`src/rtl/noise_pkg.sv`:
```
// Shared types and constant helpers for the LFSR noise shaper and the
// filtered-noise path that will reuse its saturation/shift stage.
package noise_pkg;

  typedef enum logic [1:0] {
    IDLE,
    ACCUM,
    FINAL,
    HOLD
  } state_t;

  // Width of the unsigned sum of 2*n_words 16-bit halves, plus a sign bit.
  function automatic int calc_sum_w(input int n_words);
    return 17 + $clog2(n_words) + 1;
  endfunction

  function automatic int calc_mean(input int n_words);
    return n_words * 65535;
  endfunction

  function automatic int calc_base_sh(input int n_words, input int out_w);
    return $clog2(n_words) + 1 + (16 - out_w);
  endfunction

  function automatic logic signed [31:0] saturate(input logic signed [31:0] value,
                                                  input int out_w);
    logic signed [31:0] hi;
    logic signed [31:0] lo;
    hi = (32'sd1 <<< (out_w - 1)) - 32'sd1;
    lo = -(32'sd1 <<< (out_w - 1));
    if (value > hi) begin
      return hi;
    end else if (value < lo) begin
      return lo;
    end
    return value;
  endfunction

endpackage

```
`src/rtl/noise_sat_shift.sv`:
```
// Combinational attenuation (arithmetic floor shift) and saturation of a
// zero-centered sum down to an OUT_W-bit two's complement sample.
module noise_sat_shift
  import noise_pkg::*;
#(
  parameter int SUM_W   = 20,
  parameter int OUT_W   = 16,
  parameter int BASE_SH = 3
) (
  input  logic signed [SUM_W-1:0] centered,
  input  logic        [3:0]       atten,
  output logic signed [OUT_W-1:0] result
);

  logic        [5:0]  shift_amt;
  logic signed [31:0] wide;
  logic signed [31:0] shifted;

  // Sign-extend first so shifts beyond SUM_W still fill with the sign bit.
  assign wide      = {{(32 - SUM_W){centered[SUM_W-1]}}, centered};
  assign shift_amt = 6'(BASE_SH) + {2'b00, atten};
  assign shifted   = wide >>> shift_amt;
  assign result    = OUT_W'(saturate(shifted, OUT_W));

endmodule

```
`src/rtl/lfsr_noise_shaper.sv`:
```
// Central-limit noise shaper: sums 2*N_WORDS LFSR half-words, removes the
// mean, attenuates/saturates and hands samples out over valid/ready.
module lfsr_noise_shaper
  import noise_pkg::*;
#(
  parameter int N_WORDS = 4,
  parameter int OUT_W   = 16
) (
  input  logic                    clk,
  input  logic                    reset,
  input  logic                    run,
  input  logic        [3:0]       atten,
  input  logic        [31:0]      lfsr_word,
  output logic                    lfsr_en,
  output logic signed [OUT_W-1:0] noise_data,
  output logic                    noise_valid,
  input  logic                    noise_ready,
  output logic                    busy
);

  localparam int SUM_W   = calc_sum_w(N_WORDS);
  localparam int BASE_SH = calc_base_sh(N_WORDS, OUT_W);
  localparam int CNT_W   = (N_WORDS > 1) ? $clog2(N_WORDS) : 1;
  localparam logic signed [SUM_W-1:0] MEAN_S = SUM_W'(calc_mean(N_WORDS));
  localparam logic [CNT_W-1:0] LAST_CNT = CNT_W'(N_WORDS - 1);

  state_t                    state;
  logic        [SUM_W-1:0]   acc;
  logic        [CNT_W-1:0]   word_cnt;
  logic        [16:0]        word_sum;
  logic        [SUM_W-1:0]   word_sum_ext;
  logic signed [SUM_W-1:0]   centered;
  logic signed [OUT_W-1:0]   shaped;

  assign word_sum     = {1'b0, lfsr_word[31:16]} + {1'b0, lfsr_word[15:0]};
  assign word_sum_ext = SUM_W'(word_sum);
  assign centered     = $signed(acc) - MEAN_S;

  noise_sat_shift #(
    .SUM_W  (SUM_W),
    .OUT_W  (OUT_W),
    .BASE_SH(BASE_SH)
  ) u_sat_shift (
    .centered(centered),
    .atten   (atten),
    .result  (shaped)
  );

  // lfsr_en and busy are registered alongside the state so they are high
  // exactly while the FSM sits in ACCUM (and FINAL for busy).
  always_ff @(posedge clk or posedge reset) begin
    if (reset) begin
      state       <= IDLE;
      acc         <= '0;
      word_cnt    <= '0;
      lfsr_en     <= 1'b0;
      noise_data  <= '0;
      noise_valid <= 1'b0;
      busy        <= 1'b0;
    end else begin
      case (state)
        IDLE: begin
          if (run) begin
            state    <= ACCUM;
            word_cnt <= '0;
            lfsr_en  <= 1'b1;
            busy     <= 1'b1;
          end
        end
        ACCUM: begin
          acc <= (word_cnt == '0) ? word_sum_ext : acc + word_sum_ext;
          if (word_cnt == LAST_CNT) begin
            state    <= FINAL;
            word_cnt <= '0;
            lfsr_en  <= 1'b0;
          end else begin
            word_cnt <= word_cnt + CNT_W'(1);
          end
        end
        FINAL: begin
          noise_data  <= shaped;
          noise_valid <= 1'b1;
          busy        <= 1'b0;
          state       <= HOLD;
        end
        HOLD: begin
          if (noise_ready) begin
            noise_valid <= 1'b0;
            if (run) begin
              state    <= ACCUM;
              word_cnt <= '0;
              lfsr_en  <= 1'b1;
              busy     <= 1'b1;
            end else begin
              state <= IDLE;
            end
          end
        end
        default: begin
          state   <= IDLE;
          lfsr_en <= 1'b0;
          busy    <= 1'b0;
        end
      endcase
    end
  end

endmodule

```
`config.mk`:
```
export PLATFORM = sky130hd
export DESIGN_NAME = lfsr_noise_shaper
export DESIGN_NICKNAME = d
export VERILOG_FILES = /design/src/rtl/noise_pkg.sv /design/src/rtl/noise_sat_shift.sv /design/src/rtl/lfsr_noise_shaper.sv
export SDC_FILE = /design/constraint.sdc
export NUM_CORES = 1
export LEC_CHECK = 0
export CORE_MARGIN = 2
export CORE_UTILIZATION = 30
export CTS_CLUSTER_DIAMETER = 100
export DETAILED_ROUTE_END_ITERATION = 12
export GPL_TIMING_DRIVEN = 0
export PLACE_DENSITY = 0.62
export RECOVER_POWER = 25
export SYNTH_ARGS = -nofsm -noshare
export SYNTH_HDL_FRONTEND = slang
export SYNTH_SLANG_ARGS = --single-unit
```
`constraint.sdc`:
```
create_clock -name clk -period 2.8 [get_ports clk]
set_input_delay 0.42 -clock clk [delete_from_list [all_inputs] [get_ports clk]]
set_output_delay 0.42 -clock clk [all_outputs]
set_load 0.05 [all_outputs]
```
=== Word level (Yosys, flattened, before mapping) ===
Index checks and enable logic that the tools add are counted.
Widths: inputs -> output; s select.

* Output and inout bits: 19
* Logic and storage cells: 56
* Register bits after elaboration: 43
* Input port bits: 40

* Shifts and indexed selects: 1
* Reductions and logical operators: 10
* $add $sub $neg: 5
* Order comparisons: 2
* Mux-type cells: 24
* Eq/ne operators: 7

{| class="wikitable"
|+ Operators by type and width
! cell !! count
|-
| $mux 16 || 3
|-
| $gt 32x16->1 const B || 1
|-
| $lt 32x16->1 const B || 1
|-
| $sshr 20x5->32 || 1
|-
| $add 20x17->20 || 1
|-
| $mux 20 || 1
|-
| $sub 20x19->20 const B || 1
|-
| $add 16x16->17 || 1
|-
| $mux 2 || 6
|-
| $mux 1 || 9
|-
| $pmux 2 s4 || 1
|-
| $eq 2x2->1 const B || 3
|-
| $ne 2x2->1 const B || 3
|-
| $pmux 1 s3 || 2
|-
| $pmux 2 s3 || 1
|-
| $reduce_and 2->1 || 3
|-
| $reduce_and 3->1 || 2
|-
| $reduce_bool 3->1 || 2
|-
| $add 2x4->5 const A || 1
|-
| $logic_not 2->1 || 2
|-
| $add 2x1->2 const B || 1
|-
| $eq 2x1->1 const B || 1
|-
| $pmux 1 s2 || 1
|-
| $reduce_bool 2->1 || 1
|}

=== Logic depth before layout (Yosys ltp) ===
* Depth in word-level cells: 6
* Gate-level depth with buffers: 18
* Depth with buffers taken out: 18

=== By module ===
Synthesis repeated with hierarchy kept, for this count alone.

* Cell total of the unflattened synthesis: 599
* Area total of the unflattened synthesis: 5081.1 um2

{| class="wikitable"
|+ Modules (own cells, without submodules)
! module !! cells an instance !! times used !! area an instance (um2) !! sequential area each (um2)
|-
| lfsr_noise_shaper || 447 || 1 || 3956.3 || 1076.0
|-
| noise_sat_shift || 152 || 1 || 1124.8 || 0.0
|}

=== Worst setup path before layout ===
Ideal clock, no wire load.

* Kind: input to register
* Start: input port lfsr_word[0]
* End: register acc[18]
* Slack: -1.083 ns
* Library setup time: 0.087 ns
* Stages: 17
* Path buffers: 0
* Data required time: 2.713 ns
* Data arrival time: 3.796 ns
* Cell sequence: ha_1 inv_1 fa_1 nor2b_1 o31ai_1 a21oi_1 a21oi_1 xnor2_1 ha_1 and3_1 a21oi_1 o21ai_0 o41a_1 a2111o_1 a31o_2 a211o_1 o211ai_1

* Longest elaborated chain between the ends: 3

{| class="wikitable"
|+ RTL lines
! item !! line !! RTL
|-
| start, declared || lfsr_noise_shaper.sv:13 || <nowiki>input logic [31:0] lfsr_word,</nowiki>
|-
| $add 16x16->17 || lfsr_noise_shaper.sv:35 || <nowiki>assign word_sum = {1'b0, lfsr_word[31:16]} + {1'b0, lfsr_word[15:0]};</nowiki>
|-
| $add 20x17->20 || lfsr_noise_shaper.sv:71 || <nowiki>acc <= (word_cnt == '0) ? word_sum_ext : acc + word_sum_ext;</nowiki>
|-
| $mux 20 || lfsr_noise_shaper.sv:71 ||
|-
| end signal, assigned || lfsr_noise_shaper.sv:71 ||
|-
| end, declared || lfsr_noise_shaper.sv:28 || <nowiki>logic [SUM_W-1:0] acc;</nowiki>
|}

No other way between the ends.
A chain may end at the register's enable or synchronous reset.

=== Worst setup path after layout ===
* Start: input port lfsr_word[16]
* End: register acc[18]

Same word-level chain as after synthesis.

==> flow_metrics.py <==
metrics = {
    "critical_path": {
        "crit_path_end_kind": "register",
        "rr_worst_depth": 11,
        "start_kind": "input port",
        "r2r_start": "acc[0]",
        "path_class": "input port to register",
        "r2r_end": "acc[18]",
        "arrival_ns": 3.87,
        "crit_required_ns": 3.01,
        "r2r_slack_ns": -0.39,
        "worst-path-max-fanout": 4,
    },
    "clocking": {
        "numCtsBuffers": 5,
        "clk_latency_ns": 0.30,
        "cts-root-buf": "clkbuf_16",
        "cts_max_level": 2,
        "hold_buffers": 0,
        "clock_path_buffers": 2,
        "cts_tree": "built",
        "clk_pin_slew_ns": 0.06,
        "clock_sinks": 43,
    },
    "logic_synthesis": {
        "netlist_area_sq_mm": 0.00507,
        "ys_seq_area_frac": 0.212,
        "synth_area_per_cell_sq_um": 7.87,
        "ys_warn_count": 0,
        "ys_async_sr_fraction": 1.00,
        "yosys-top-cells-area": "dfrtp_1, ha_1, a21oi_1",
        "synth_top_area_cell": "dfrtp_1",
        "synth-seq-cells": 43,
        "synth_edf_count": 0,
        "synth.net_count": 729,
        "ys.flop_type": "dfrtp_1",
        "yosysTopAreaCellShare": 0.212,
        "synth.distinct_cells": 75,
        "syn-instance-count": 644,
    },
    "global_routing": {
        "grt_pass1_vias": 5138,
        "grt_max_degree": 44,
        "met1_usage": 0.216,
        "grt_pass1_wl_um": 24500,
        "grt_busiest_layer": "met2",
        "overflow": 0,
        "grtUsageMet2": 0.287,
        "grt_use_met3": 0.0178,
        "antenna_found_initial": 0,
        "track_usage": 0.164,
    },
    "route": {
        "ant_nets": 0,
        "wl_per_cell_um": 15.4,
        "firstDrtPassIters": 5,
        "drc": 0,
        "drt-vias-per-instance": 5.40,
        "via_count": 5495,
        "drt_iter0_drc": 393,
        "wl_um": 15600,
    },
    "run_status": {
        "failed_checks": "max-capacitance violations, max-slew violations, negative setup slack",
        "status": "complete, but fails checks",
    },
    "min_path": {
        "hold_start": "lfsr_en",
        "hold_end": "lfsr_en",
        "min_path_cells": 2,
        "hp-class": "register to register",
    },
    "sta": {
        "whs_ns": 0.503,
        "rsz0062_at_grt": "yes",
        "maxSlewViolCount": 44,
        "tightest_slew_ns": 1.63,
        "finalCritPeriodShare": 1.31,
        "finClkSkew_ns": 0.00631,
        "fmax_mhz": 273,
        "setup_ws_ns": -0.859,
        "max_slew_margin": -0.0852,
        "setup_viol": 14,
        "finalCriticalPeriod_ns": 3.66,
        "hold_violations": 0,
    },
    "job": {
        "cap_violations": 1,
    },
    "finish": {
        "mostFrequentLayoutCell": "buf_4",
        "nFillCells": 1539,
        "nets": 881,
        "antenna_cells": 0,
        "final_cell_mix": "buf_4, nor2_1, a21oi_1",
        "syn_to_final_growth_pct": 52.0,
        "drive_gt1_frac": 0.339,
        "post-route-util": 0.466,
    },
    "pwr": {
        "p_leak_nw": 3.09,
        "fin_total_pwr_mw": 8.63,
        "power.density_mw_per_mm2": 1120,
        "peakVddDrop_mv": 0.524,
    },
    "die": {
        "die-height_um": 134,
        "ioPinCount": 59,
        "die_area_sq_mm": 0.0180,
        "dieWidth_um": 134,
        "num_rows": 47,
        "core_area_sq_mm": 0.0165,
        "start_util": 0.307,
    },
    "place": {
        "gp_congestion": 0.923,
        "hpwl_um": 10800,
        "io_buffers": 58,
    },
}
[where the power goes]
part	leakage, nW	total (mW)	switching, mW	internal [mW]
clock	0.0741	0.618	0.261	0.358
combinational	2.54	6.68	3.57	3.11
sequential	0.472	1.32	0.383	0.940
[cell families (layout without fill, tap and decap cells)]
family / after synthesis / count (layout) / synth area share
AND/OR/NAND/NOR: 222 / 222 / 0.218
multiplexers: 30 / 30 / 0.0644
adder cells (fa/ha/maj): 45 / 45 / 0.114
buffers and inverters: 58 / 211 / 0.0474
AO/OA/AOI/OAI: 206 / 206 / 0.274
XOR/XNOR: 40 / 40 / 0.0706
flip-flops: 43 / 43 / 0.212
[layer usage]
metal | vias to the layer above | wire [um]
met4 | 0 | 249
li1 | 2705 | -
met1 | 2613 | 7130
met2 | 154 | 7690
met5 | - | 0
met3 | 23 | 571
[per-stage QoR]
stage	setup TNS, ns	cell area, sq um	worst slack [ns]	std cells
after floorplan	-5.29	5190	-0.955	644
after global placement	-32.40	6050	-1.78	922
after detailed placement	-32.46	6050	-1.77	922
after CTS	-6.15	7080	-0.808	988
after global routing	-10.21	7700	-1.02	1017
final	-6.67	7700	-0.859	1017
[state kept, by name (all words and copies together), names as in the netlist]
name / flops
acc: 20
noise_data: 16
state: 2
word_cnt: 2
busy: 1
lfsr_en: 1
noise_valid: 1
[worst max-delay path, stage by stage]
cell and delay [ns]:
buf_6 0.08, ha_4 0.13, inv_2 0.04, fa_2 0.41, nor2b_4 0.15, o31ai_4 0.09
a21oi_2 0.17, a21oi_2 0.08, xnor2_2 0.15, ha_1 0.31, and3_4 0.18, a21oi_4 0.12
o21ai_2 0.08, o41a_1 0.41, a2111o_1 0.45, a31o_2 0.28, a211o_1 0.25, o211ai_1 0.07
[timing repair]
action | in CTS | in global routing
pin swaps | 76 | 92
buffers inserted | 59 | 30
endpoints found under the setup margin | 31 | 29
gates resized for setup | 145 | 80
[cell usage after synthesis, drive strengths merged (7+ instances only)]
library cell  number
nand3             21
a21o               7
mux2               8
nand4              8
mux2i             21
o21ai             41
inv               23
nand2b             7
a21oi             61
xor2              16
buf               12
o211ai            10
nor2              78
dfrtp             43
nor3              19
nand2             47
and3               7
a31oi              8
xnor2             24
a211oi            14
clkbuf            23
ha                43
[how the worst max path moves through the flow]
stage                  start  endpoint
3_5_place_dp    lfsr_word[0]   acc[18]
5_1_grt        lfsr_word[16]   acc[18]
2_1_floorplan   lfsr_word[0]   acc[18]
6_report       lfsr_word[16]   acc[18]
4_1_cts        lfsr_word[16]   acc[18]
3_3_place_gp    lfsr_word[0]   acc[18]
[final cells by class]
| class | instances | area, sq um | share of cell area |
|---|---|---|---|
| Multi-Input combinational cell | 543 | 4590 | 0.596 |
| Clock buffer | 7 | 143 | 0.0185 |
| Timing Repair Buffer | 146 | 1290 | 0.168 |
| Sequential cell | 43 | 1090 | 0.141 |
| Tap cell | 220 | 275 | 0.0357 |
| Clock inverter | 1 | 8.76 | 0.00114 |
| Inverter | 23 | 88.8 | 0.0115 |
| Buffer | 34 | 218 | 0.0283 |
Power figures use the tool's default switching activity.
